### src/rtl/tmds_word_aligner.sv
// Serial TMDS word aligner: shifts in one bit per clock, frames 10-bit symbols and
// slips the boundary one bit at a time until DVI control tokens repeat, then supervises lock.
module tmds_word_aligner #(
  parameter int CTRL_RUN     = 8,
  parameter int SEARCH_WORDS = 16,
  parameter int LOSS_WORDS   = 2048
) (
  input  logic       clk,
  input  logic       rst,
  input  logic       sin,
  output logic [9:0] word,
  output logic       word_valid,
  output logic       locked,
  output logic [3:0] phase
);

  localparam int WIN_W = (SEARCH_WORDS > 1) ? $clog2(SEARCH_WORDS) : 1;
  localparam int RUN_W = $clog2(CTRL_RUN + 1);
  localparam int GAP_W = (LOSS_WORDS > 1) ? $clog2(LOSS_WORDS) : 1;
  localparam logic [WIN_W-1:0] WIN_LAST = WIN_W'(SEARCH_WORDS - 1);
  localparam logic [RUN_W-1:0] RUN_LAST = RUN_W'(CTRL_RUN - 1);
  localparam logic [GAP_W-1:0] GAP_LAST = GAP_W'(LOSS_WORDS - 1);

  typedef enum logic [1:0] {SEARCH, VERIFY, LOCKED} state_t;

  state_t           state;
  logic [9:0]       sr;
  logic [3:0]       cnt;
  logic [WIN_W-1:0] win;
  logic [RUN_W-1:0] run;
  logic [GAP_W-1:0] gap;
  logic             is_ctrl;
  logic             slip;

  function automatic logic ctrl_token(input logic [9:0] w);
    return (w == 10'b1101010100) || (w == 10'b0010101011) ||
           (w == 10'b0101010100) || (w == 10'b1010101011);
  endfunction

  assign is_ctrl = ctrl_token(word);

  // A slip is only ever requested on a strobe cycle, when cnt is already 0.
  always_comb begin
    slip = 1'b0;
    if (word_valid) begin
      case (state)
        SEARCH:  slip = !is_ctrl && (win == WIN_LAST);
        VERIFY:  slip = !is_ctrl;
        LOCKED:  slip = !is_ctrl && (gap == GAP_LAST);
        default: slip = 1'b0;
      endcase
    end
  end

  always_ff @(posedge clk) begin
    if (!rst) begin
      sr         <= '0;
      cnt        <= '0;
      word       <= '0;
      word_valid <= 1'b0;
      locked     <= 1'b0;
      phase      <= '0;
      state      <= SEARCH;
      win        <= '0;
      run        <= '0;
      gap        <= '0;
    end else begin
      sr         <= {sin, sr[9:1]};
      word_valid <= (cnt == 4'd9);
      if (cnt == 4'd9) begin
        word <= {sin, sr[9:1]};
        cnt  <= '0;
      end else if (!slip) begin
        cnt <= cnt + 4'd1;
      end
      if (slip) phase <= (phase == 4'd9) ? 4'd0 : phase + 4'd1;

      if (word_valid) begin
        case (state)
          SEARCH: begin
            if (is_ctrl) begin
              win <= '0;
              if (CTRL_RUN <= 1) begin
                state  <= LOCKED;
                locked <= 1'b1;
                gap    <= '0;
              end else begin
                state <= VERIFY;
                run   <= RUN_W'(1);
              end
            end else if (slip) begin
              win <= '0;
            end else begin
              win <= win + WIN_W'(1);
            end
          end
          VERIFY: begin
            if (is_ctrl) begin
              if (run == RUN_LAST) begin
                state  <= LOCKED;
                locked <= 1'b1;
                run    <= '0;
                gap    <= '0;
              end else begin
                run <= run + RUN_W'(1);
              end
            end else begin
              state <= SEARCH;
              run   <= '0;
              win   <= '0;
            end
          end
          LOCKED: begin
            if (is_ctrl) begin
              gap <= '0;
            end else if (slip) begin
              state  <= SEARCH;
              locked <= 1'b0;
              gap    <= '0;
              win    <= '0;
            end else begin
              gap <= gap + GAP_W'(1);
            end
          end
          default: begin
            state  <= SEARCH;
            locked <= 1'b0;
          end
        endcase
      end
    end
  end

endmodule

### config.mk
export PLATFORM = sky130hd
export DESIGN_NAME = tmds_word_aligner
export DESIGN_NICKNAME = d
export VERILOG_FILES = /design/src/rtl/tmds_word_aligner.sv
export SDC_FILE = /design/constraint.sdc
export NUM_CORES = 1
export LEC_CHECK = 0
export ABC_AREA = 1
export CAP_MARGIN = 10
export CORE_ASPECT_RATIO = 1.75
export CORE_UTILIZATION = 62
export DETAILED_ROUTE_END_ITERATION = 16
export GPL_TIMING_DRIVEN = 1
export PLACE_DENSITY = 0.95
export SLEW_MARGIN = 25
export SYNTH_ARGS = -nofsm -noshare
export SYNTH_HDL_FRONTEND = slang
export SYNTH_SLANG_ARGS = --single-unit
### constraint.sdc
create_clock -name clk -period 2.7 [get_ports clk]
set_input_delay 0.405 -clock clk [delete_from_list [all_inputs] [get_ports clk]]
set_output_delay 0.405 -clock clk [all_outputs]
set_load 0.01 [all_outputs]
# Word-level counts from Yosys, hierarchy flattened
# Cells that the tools add are included.
# W data, S select, Z words.
[totals]
word_cells = 80
output_inout_bits = 16
regBits = 51
in_bits = 3
[op_classes]
n_reduce_logical = 16
mux = 29
eq_ne = 18
n_addsub = 5
bitwise_logic = 2
[ops]
columns = ["cell", "count"]
rows = [
  ["$mux W11", 4],
  ["$mux W4", 9],
  ["$pmux W11 S2", 1],
  ["$eq A10 B10 Y1 const B", 2],
  ["$add A4 B1 Y4 const B", 4],
  ["$eq A4 B4 Y1 const B", 3],
  ["$ne A2 B2 Y1 const B", 6],
  ["$pmux W4 S3", 1],
  ["$add A11 B1 Y11 const B", 1],
  ["$eq A11 B11 Y1 const B", 1],
  ["$eq A10 B8 Y1 const B", 1],
  ["$eq A10 B9 Y1 const B", 1],
  ["$mux W2", 5],
  ["$reduce_and A5 Y1", 2],
  ["$pmux W4 S2", 1],
  ["$pmux W1 S3", 2],
  ["$pmux W2 S3", 1],
  ["$reduce_and A6 Y1", 1],
  ["$mux W1", 5],
  ["$eq A4 B3 Y1 const B", 1],
  ["$reduce_and A4 Y1", 1],
  ["$reduce_bool A2 Y1", 2],
  ["$logic_or A1 B1 Y1", 3],
  ["$ne A3 B3 Y1 const B", 1],
  ["other kinds (9)", 11],
]

# Longest topological paths before layout
# Gate-level depths: netlist of the first run.
[depth]
word_depth = 11
ltp_mapped = 14
depth_no_buf = 14

# Worst setup path after synthesis of the first run
# Ideal clock, no wire load.
[synth_path]
path_kind = "register -> register"
from = "register gap[0]"
to = "register win[0]"
n_path_buf = 1
slack_ns = 1.069
required_time_ns = 2.585
t_arrival_ns = 1.516
path_stages_with_launch = 14
path_cell_list = "dfxtp_1 -> ha_1 -> nand3_2 -> nor2_2 -> nand2_1 -> nor2_1 -> o21ai_2 -> nand2_2 -> nand2_4 -> nand2_4 -> buf_12 -> nand3_1 -> nand2_1 -> nor2_1"
[synth_via]
elab_chain_cells = 7
[synth_lines]
columns = ["item", "line_no", "rtl"]
rows = [
  ["start: declaration", "31", "logic [GAP_W-1:0] gap;"],
  ["start signal: assignment", "122", "gap <= gap + GAP_W'(1);"],
  ["$eq A11 B11 Y1 (*)", "49", "LOCKED: slip = !is_ctrl && (gap == GAP_LAST);"],
  ["$logic_and A1 B1 Y1 (*)", "49", ""],
  ["$pmux W1 S3 (*)", "46", "case (state)"],
  ["$mux W1 (*)", "45", "if (word_valid) begin"],
  ["$mux W4", "91", "end else if (slip) begin"],
  ["$mux W4", "81", "if (is_ctrl) begin"],
  ["$pmux W4 S3", "79", "case (state)"],
  ["end signal: assignment", "94", "win <= win + WIN_W'(1);"],
  ["end: declaration", "29", "logic [WIN_W-1:0] win;"],
]
# Mark *: on every way between the ends. The rest lies on a longest branch, timed or not.
# A chain may end at the register's enable or synchronous reset.

# Final worst setup path of the first run
[layout_path]
from = "register gap[0]"
to = "register state[1]"
[layout_via]
elab_chain_cells = 6
[layout_lines]
columns = ["item", "line_no", "rtl"]
rows = [
  ["$eq A11 B11 Y1", "49", ""],
  ["$logic_and A1 B1 Y1", "49", ""],
  ["$pmux W1 S3", "46", ""],
  ["$mux W1", "45", ""],
  ["$ne A2 B2 Y1 (no source line)", "-", ""],
  ["$reduce_and A5 Y1 (no source line)", "-", ""],
  ["end signal: assignment", "63", "state <= SEARCH;"],
  ["end signal: assignment", "84", "state <= LOCKED;"],
  ["end signal: assignment", "88", "state <= VERIFY;"],
  ["end: declaration", "26", "state_t state;"],
]
# Every way passes these cells.

==> impl_results.rst, run 1 <==
.. list-table::
   :header-rows: 1

   * - Metric
     - Value
   * - Result of the run
     - complete, no violations
   * - Setup WS post-layout
     - 0.7149 ns
   * - Worst Path Class, Setup
     - flop to flop
   * - EDFF count, synth
     - 0
   * - Worst path slowest cell
     - sky130_fd_sc_hd__dfxtp_1
   * - Total negative slack for setup checks
     - 0 ns
   * - Area growth syn-to-layout
     - 12.09%
   * - Synthesis Warnings
     - 0
   * - Kind of end point of the critical path
     - flop
   * - Worst-Margin Slew
     - 0.6864 ns
   * - Switching share of power
     - 24.48%
   * - Areal power density over the cells
     - 454.9 nW/um^2
   * - Via count of the first global-routing pass
     - 2170
   * - Global Route Usage Sum
     - 27.75%
   * - Fin. max-slew vios
     - 0
   * - Sink Count
     - 50
   * - Final instance area
     - 2761 um^2
   * - Detailed Route Iter0 Violations
     - 89
   * - Number of top-level design ports
     - 19
   * - Unrepaired setup endpoints after global routing
     - no
   * - Total of max-cap violations
     - 0
   * - Mapped cell area
     - 2464 um^2
   * - Sw power
     - 307.5 uW
   * - CP top delay family
     - simple AND/OR/NAND/NOR gates
   * - Nets in the synthesized netlist
     - 347
   * - Core outline area
     - 3829 um^2
   * - Post-synthesis sequential area ratio
     - 40.63%
   * - NumNets Final
     - 367
   * - Layout cell share with drive strength beyond 1
     - 9.551%
   * - Cell count after synthesis
     - 335
   * - Max Root-Sink Buffers
     - 2
   * - Clock tree from TritonCTS
     - yes
   * - Overall die height
     - 85.39 um
   * - Leading cell type in the layout, fill and taps excluded
     - sky130_fd_sc_hd__nand2_1
   * - Setup Viol. Count Final
     - 0
   * - Flip-flop cell with the highest count after synthesis
     - sky130_fd_sc_hd__dfxtp_1
   * - Cell at the root of the clock tree
     - sky130_fd_sc_hd__clkbuf_8
   * - Initial antenna violation count
     - 0
   * - Number of resized instances in the post-cts repair step
     - 0
   * - # Post-CTS Setup Buffers
     - 0
   * - Peak supply drop
     - 0.5990 mV
   * - CP Data Arrival Time
     - 2.20 ns
   * - Estimated wirelength of the detail-placed design
     - 3891 um
   * - Leftover overflow at the end of global routing
     - 0
   * - Worst clock skew on the final layout
     - 0.006538 ns
   * - DP Area
     - 2664 um^2
   * - Clk pwr share
     - 37.8%
   * - Static power due to leakage
     - 0.001177 uW
   * - Share of power burned in registers
     - 59.5%
   * - Clock period minus worst slack
     - 1.985 ns
   * - Maximum number of pins on one net before global-route repair
     - 30
   * - Cell Int Power
     - 948.7 uW
   * - Post-route ant nets
     - 0
   * - Number of remaining DRC errors
     - 0
   * - Number of failing hold endpoints at the final stage
     - 0
   * - Class of the worst hold path
     - flop to flop
   * - Number of H-tree levels
     - 2
   * - Critical path peak fanout
     - 18
   * - Remaining max-slew budget at the tightest pin
     - 54.07%
   * - Worst path most repeated cell
     - sky130_fd_sc_hd__nor2_1
   * - Combinational Power Share
     - 2.7%
   * - Die outline area
     - 4240 um^2
   * - Most frequent cells in the layout
     - sky130_fd_sc_hd__nand2_1 (75), sky130_fd_sc_hd__dfxtp_1 (50), sky130_fd_sc_hd__inv_1 (45)
   * - Critical-path cell list
     - ha_1, nand3_2, nor2_2, nand2_1, nor2_1, o21ai_2, nand2_2, nand2_4, nand2_4, nand2_1, nor2_1, nor2_1
   * - Starting utilization of the core area
     - 64.35%
   * - Wire length per cell after detailed routing
     - 13.09 um
   * - Quantity of hold-fixing buffers added after cts
     - 0
   * - Crit start category
     - flop
   * - Max Fclk
     - 503.8 MHz
   * - DRT Wirelength
     - 5288 um
   * - Synthesized area per cell
     - 7.354 um^2
   * - Routability-driven placement congestion ratio
     - 0.8457
   * - # rows
     - 30
   * - Chip width
     - 49.65 um
   * - Total number of vias
     - 2189
   * - Distinct cell type count after synthesis
     - 36
   * - First-pass DRT Iterations
     - 4
   * - Clock-pin transition on the worst setup and hold timing paths
     - 0.10 ns
   * - Required @ worst endpoint
     - 2.92 ns
   * - Via density
     - 5.418
   * - Wire length of the first global-routing pass
     - 9032 um
   * - Synth Register Bits
     - 50
   * - Number of CTS-inserted buffers
     - 5
   * - Final cycle utilization of the critical path
     - 73.52%
   * - Count of inserted antenna diode cells
     - 0
   * - Input/output buffers
     - 18
   * - R2r setup slk
     - 0.71 ns
   * - Post-Place Worst Slack
     - 0.7297 ns
   * - Share of the core filled with cells in the final layout
     - 72.12%
   * - FFs w/ async S/R, synth
     - 0%
   * - Worst path bufs/invs
     - 0
   * - Crit path largest cell delay
     - 0.38 ns
   * - Latest clock arrival within the worst-skew pair
     - 0.32 ns
==> final timing paths <==
path	from	to	depth (start not counted)
max	gap[0]$_SDFFE_PN0P_	state[1]$_SDFFE_PN0P_	12
min	sr[7]$_SDFF_PN0_	sr[6]$_SDFF_PN0_	2
max reg2reg	gap[0]$_SDFFE_PN0P_	state[1]$_SDFFE_PN0P_	12
min reg2reg	sr[7]$_SDFF_PN0_	sr[6]$_SDFF_PN0_	2
==> Yosys cell counts (3+ instances only) <==
| library cell | instances | area, um^2 |
|---|---|---|
| sky130_fd_sc_hd__nand2_4 | 4 | 45.04 |
| sky130_fd_sc_hd__o21ai_0 | 9 | 45.04 |
| sky130_fd_sc_hd__nor3_1 | 8 | 40.04 |
| sky130_fd_sc_hd__nand2_1 | 75 | 281.5 |
| sky130_fd_sc_hd__nor2_1 | 42 | 157.7 |
| sky130_fd_sc_hd__nand2_2 | 3 | 18.77 |
| sky130_fd_sc_hd__nand3_1 | 25 | 125.1 |
| sky130_fd_sc_hd__nor2_2 | 6 | 37.54 |
| sky130_fd_sc_hd__a21oi_1 | 18 | 90.09 |
| sky130_fd_sc_hd__xor2_1 | 8 | 70.07 |
| sky130_fd_sc_hd__ha_1 | 9 | 112.6 |
| sky130_fd_sc_hd__nand4_1 | 5 | 31.28 |
| sky130_fd_sc_hd__inv_1 | 45 | 168.9 |
| sky130_fd_sc_hd__dfxtp_1 | 50 | 1001 |
==> metrics by stage <==
stage	power, uW	hold slack (ns)	cells
2_1_floorplan	786.6	0.4056	335
3_3_place_gp	797.0	0.4188	396
3_5_place_dp	798.7	0.4177	396
4_1_cts	1260	0.4322	404
5_1_grt	1302	0.4551	404
6_report	1256	0.4318	404
==> metal layers <==
metal | track usage [%] | vias to the layer above | wire length, um
met2 | 51.84 | 55 | 2986
met5 | 0 | - | 0
li1 | - | 1093 | -
met3 | 6.272 | 14 | 198
met1 | 26.10 | 1027 | 1928
met4 | 17.40 | 0 | 175
==> sequential cells by signal, indices dropped and copies added (netlist names) <==
register and cells:
cnt 4, gap 11, locked 1, phase 4, run 4, sr 9, state 2, win 4
word 10, word_valid 1
==> cells by family (layout without fill, tap and decap cells) <==
kind of cell / after synthesis / after routing / synth area share [%]
simple gates: 176 / 176 / 33.47
buf+inv: 54 / 75 / 9.446
flops: 50 / 50 / 40.63
compound gates: 36 / 36 / 8.330
xor+xnor: 10 / 10 / 3.555
fa+ha+maj: 9 / 9 / 4.571
==> power by group through the flow <==
| stage | clock, uW | combinational, uW | sequential (uW) |
|---|---|---|---|
| finish | 474 | 33.7 | 748 |
| detailed placement | 0 | 33.7 | 765 |
| global placement | 0 | 32.4 | 765 |
| global route | 515 | 37.4 | 749 |
| floorplan | 0 | 23.0 | 764 |
| CTS | 478 | 33.9 | 748 |
==> worst min-delay path, delay by kind of cell, from the launching register on <==
kind / cells / cell delay, ns
flip-flops: 1 / 0.32
AND/OR/NAND/NOR: 1 / 0.05
buffers and inverters: 1 / 0.03
==> final cells by class <==
cell class	instances	area, um^2
Tap cell	48	60.06
Sequential cell	50	1001
Fill cell	312	1067
Clock inverter	3	28.78
Inverter	48	185.2
Clock buffer	5	68.82
Multi-Input combinational cell	231	1230
Timing Repair Buffer	19	187.7
(Power assumes the default switching activity.)
==> inputs of run 2 (changes only) <==
--- a/config.mk
+++ b/config.mk
@@ -8,10 +8,10 @@
 export ABC_AREA = 1
 export CAP_MARGIN = 10
 export CORE_ASPECT_RATIO = 1.75
-export CORE_UTILIZATION = 62
+export CORE_UTILIZATION = 58
 export DETAILED_ROUTE_END_ITERATION = 16
 export GPL_TIMING_DRIVEN = 1
-export PLACE_DENSITY = 0.95
+export PLACE_DENSITY = 0.9
 export SLEW_MARGIN = 25
 export SYNTH_ARGS = -nofsm -noshare
 export SYNTH_HDL_FRONTEND = slang
==> constraint.sdc (replaced) <==
create_clock -name clk -period 1.9 [get_ports clk]
set_input_delay 0.285 -clock clk [delete_from_list [all_inputs] [get_ports clk]]
set_output_delay 0.285 -clock clk [all_outputs]
set_load 0.01 [all_outputs]
==> run 2 against run 1 <==
Count of clock-buffer cells in the layout is 1 higher; setup slack worse by 0.71 ns; via count is 2.4% higher; total power is 49% higher; maximum frequency is 4.8% higher; critical path depth is 4 lower; combinational power is 56% higher; cell count is 1.5% higher; global-route usage is 2.6 points lower; wire length is 6.4% higher; sequential share of layout area is 1.2 points lower.
==> impl_results.rst, run 2 (same netlist as run 1, synthesis figures left out) <==
.. list-table::
   :header-rows: 1

   * - Metric
     - Value
   * - Result of the run
     - complete, no violations
   * - Leftover overflow at the end of global routing
     - 0
   * - Number of H-tree levels
     - 2
   * - Die outline area
     - 4522 um^2
   * - Power after layout
     - 1867 uW
   * - Worst path slowest cell
     - sky130_fd_sc_hd__dfxtp_1
   * - Setup Viol. Count Final
     - 0
   * - Reg2Reg Launch Point
     - state[1]$_SDFFE_PN0P_
   * - Largest regs
     - gap x11, word x10, sr x9
   * - R2R cell count
     - 8
   * - Remaining max-slew budget at the tightest pin
     - 61.22%
   * - Crit start category
     - flop
   * - Initial antenna violation count
     - 0
   * - Worst Path Class, Setup
     - flop to flop
   * - Layout cell share with drive strength beyond 1
     - 13.30%
   * - Leading cell type in the layout, fill and taps excluded
     - sky130_fd_sc_hd__nand2_1
   * - Area growth syn-to-layout
     - 16.45%
   * - Number of flip-flops in the largest register
     - 11
   * - Starting utilization of the core area
     - 59.92%
   * - Met3 track demand over resource in global routing
     - 4.296%
   * - Latest clock arrival within the worst-skew pair
     - 0.31 ns
   * - Worst-Margin Slew
     - 0.5772 ns
   * - First-pass DRT Iterations
     - 4
   * - Number of CTS-inserted buffers
     - 5
   * - Clock tree from TritonCTS
     - yes
   * - Clock-pin transition on the worst setup and hold timing paths
     - 0.09 ns
   * - Via count of the first global-routing pass
     - 2085
   * - Cell at the root of the clock tree
     - sky130_fd_sc_hd__clkbuf_8
   * - Total of max-cap violations
     - 0
   * - # rows
     - 31
   * - Routability-driven placement congestion ratio
     - 0.8059
   * - Most frequent cells in the layout
     - sky130_fd_sc_hd__nand2_1 (74), sky130_fd_sc_hd__dfxtp_1 (47), sky130_fd_sc_hd__inv_1 (43)
   * - Number of failing hold endpoints at the final stage
     - 0
   * - CP top delay family
     - simple AND/OR/NAND/NOR gates
   * - Share of the core filled with cells in the final layout
     - 69.78%
   * - Global Route Usage Sum
     - 25.11%
   * - Estimated wirelength of the detail-placed design
     - 4015 um
   * - Unrepaired setup endpoints after global routing
     - yes
   * - Total number of vias
     - 2242
   * - Number of top-level design ports
     - 19
   * - Post-route ant nets
     - 0
   * - Cell count along the critical path
     - 8
   * - Worst setup path startpoint
     - state[1]$_SDFFE_PN0P_
   * - Count of inserted antenna diode cells
     - 0
   * - Kind of end point of the critical path
     - flop
   * - Capture point of the critical path
     - win[2]$_SDFFE_PN0P_
   * - Number of remaining DRC errors
     - 0
   * - Crit path largest cell delay
     - 0.42 ns
   * - Class of the worst hold path
     - flop to flop
   * - Input/output buffers
     - 18
   * - Wire length of the first global-routing pass
     - 8466 um
   * - Clock period minus worst slack
     - 1.894 ns
   * - Critical path peak fanout
     - 8
   * - Max Root-Sink Buffers
     - 2
   * - Required @ worst endpoint
     - 2.11 ns
   * - Areal power density over the cells
     - 650.8 nW/um^2
   * - # Post-CTS Setup Buffers
     - 0
   * - Final std cells w/o fill
     - 410
   * - Critical-path cell list
     - inv_1, ha_1, inv_2, a21oi_2, nor3_2, nand3_1, nand2_1, nor2_1
   * - Met1 usage in global routing
     - 24.06%
   * - WHS
     - 0.4294 ns
   * - DRT Wirelength
     - 5628 um
   * - Via density
     - 5.468
   * - Maximum number of pins on one net before global-route repair
     - 19
   * - Sink Count
     - 50
   * - NumNets Final
     - 372
   * - Peak supply drop
     - 0.7172 mV
   * - Cell count after placement
     - 401
   * - Number of resized instances in the post-cts repair step
     - 0
   * - Detailed Route Iter0 Violations
     - 67
   * - CP Data Arrival Time
     - 2.10 ns
   * - Chip width
     - 51.27 um
   * - Max Fclk
     - 528.0 MHz
   * - Quantity of hold-fixing buffers added after cts
     - 0
   * - Critical register-to-register path endpoint
     - win[2]$_SDFFE_PN0P_
   * - Register bank with the most flops
     - gap
   * - Worst clock skew on the final layout
     - 0.005636 ns
   * - Most heavily used metal layer in global routing
     - met2
   * - Overall die height
     - 88.22 um
   * - Fin. max-slew vios
     - 0
   * - Core outline area
     - 4111 um^2
   * - Final cycle utilization of the critical path
     - 99.68%
   * - Wire length per cell after detailed routing
     - 13.73 um
   * - Worst path bufs/invs
     - 2
   * - Static power due to leakage
     - 0.001190 uW
   * - R2r setup slk
     - 0.006 ns
   * - Met2 routing resource usage after global routing
     - 48.80%
-- run 2: how the worst min path moves through the flow --
stage	start	to	slack, ns	cells past startpoint
final	sr[7]$_SDFF_PN0_	sr[6]$_SDFF_PN0_	0.43	2
after global routing	sr[7]$_SDFF_PN0_	sr[6]$_SDFF_PN0_	0.44	2
after CTS	sr[7]$_SDFF_PN0_	sr[6]$_SDFF_PN0_	0.43	2
after detailed placement	sr[7]$_SDFF_PN0_	sr[6]$_SDFF_PN0_	0.42	2
after global placement	sr[1]$_SDFF_PN0_	word[0]$_SDFFE_PN0P_	0.41	2
after floorplan	sin	sr[9]$_SDFF_PN0_	0.38	2
-- run 2: worst register-to-register path: cells and delay by family, from the launching register on --
kind	cells	cell delay, ns
flip-flops	1	0.42
AND/OR/NAND/NOR	4	0.77
buffers and inverters	2	0.25
AO/OA/AOI/OAI	1	0.08
adder cells (fa/ha/maj)	1	0.28
-- run 2: power by group --
group	total [uW]	switching, uW	internal (uW)	leakage, uW
registers	1060	6.13	1060	0.000405
clock network	753	360	393	0.0000514
logic	52.6	33.3	19.2	0.000733
total	1870	399	1470	0.00119
-- run 2: cell type report --
cell class	count	area [um^2]
multi-input cells	232	1287
clock inverters	2	37.54
inverters	48	187.7
clock buffers	6	72.57
repair buffers	23	217.7
well taps	49	61.31
flip-flops and latches	50	1005
fillers	343	1242
-- run 2: routing by layer --
metal | wire [um] | vias to the layer above
li1 | - | 1106
met3 | 171 | 24
met1 | 2083 | 1052
met4 | 272 | 0
met2 | 3101 | 60
met5 | 0 | -
-- run 2: stage by stage --
stage / worst slack (ns) / instance area (um^2) / TNS (ns)
2_1_floorplan: 0.2690 / 2464 / 0
3_3_place_gp: 0.1328 / 2695 / 0
3_5_place_dp: 0.06092 / 2695 / 0
4_1_cts: 0.04177 / 2805 / 0
5_1_grt: -0.03892 / 2869 / -0.2415
6_report: 0.006172 / 2869 / 0
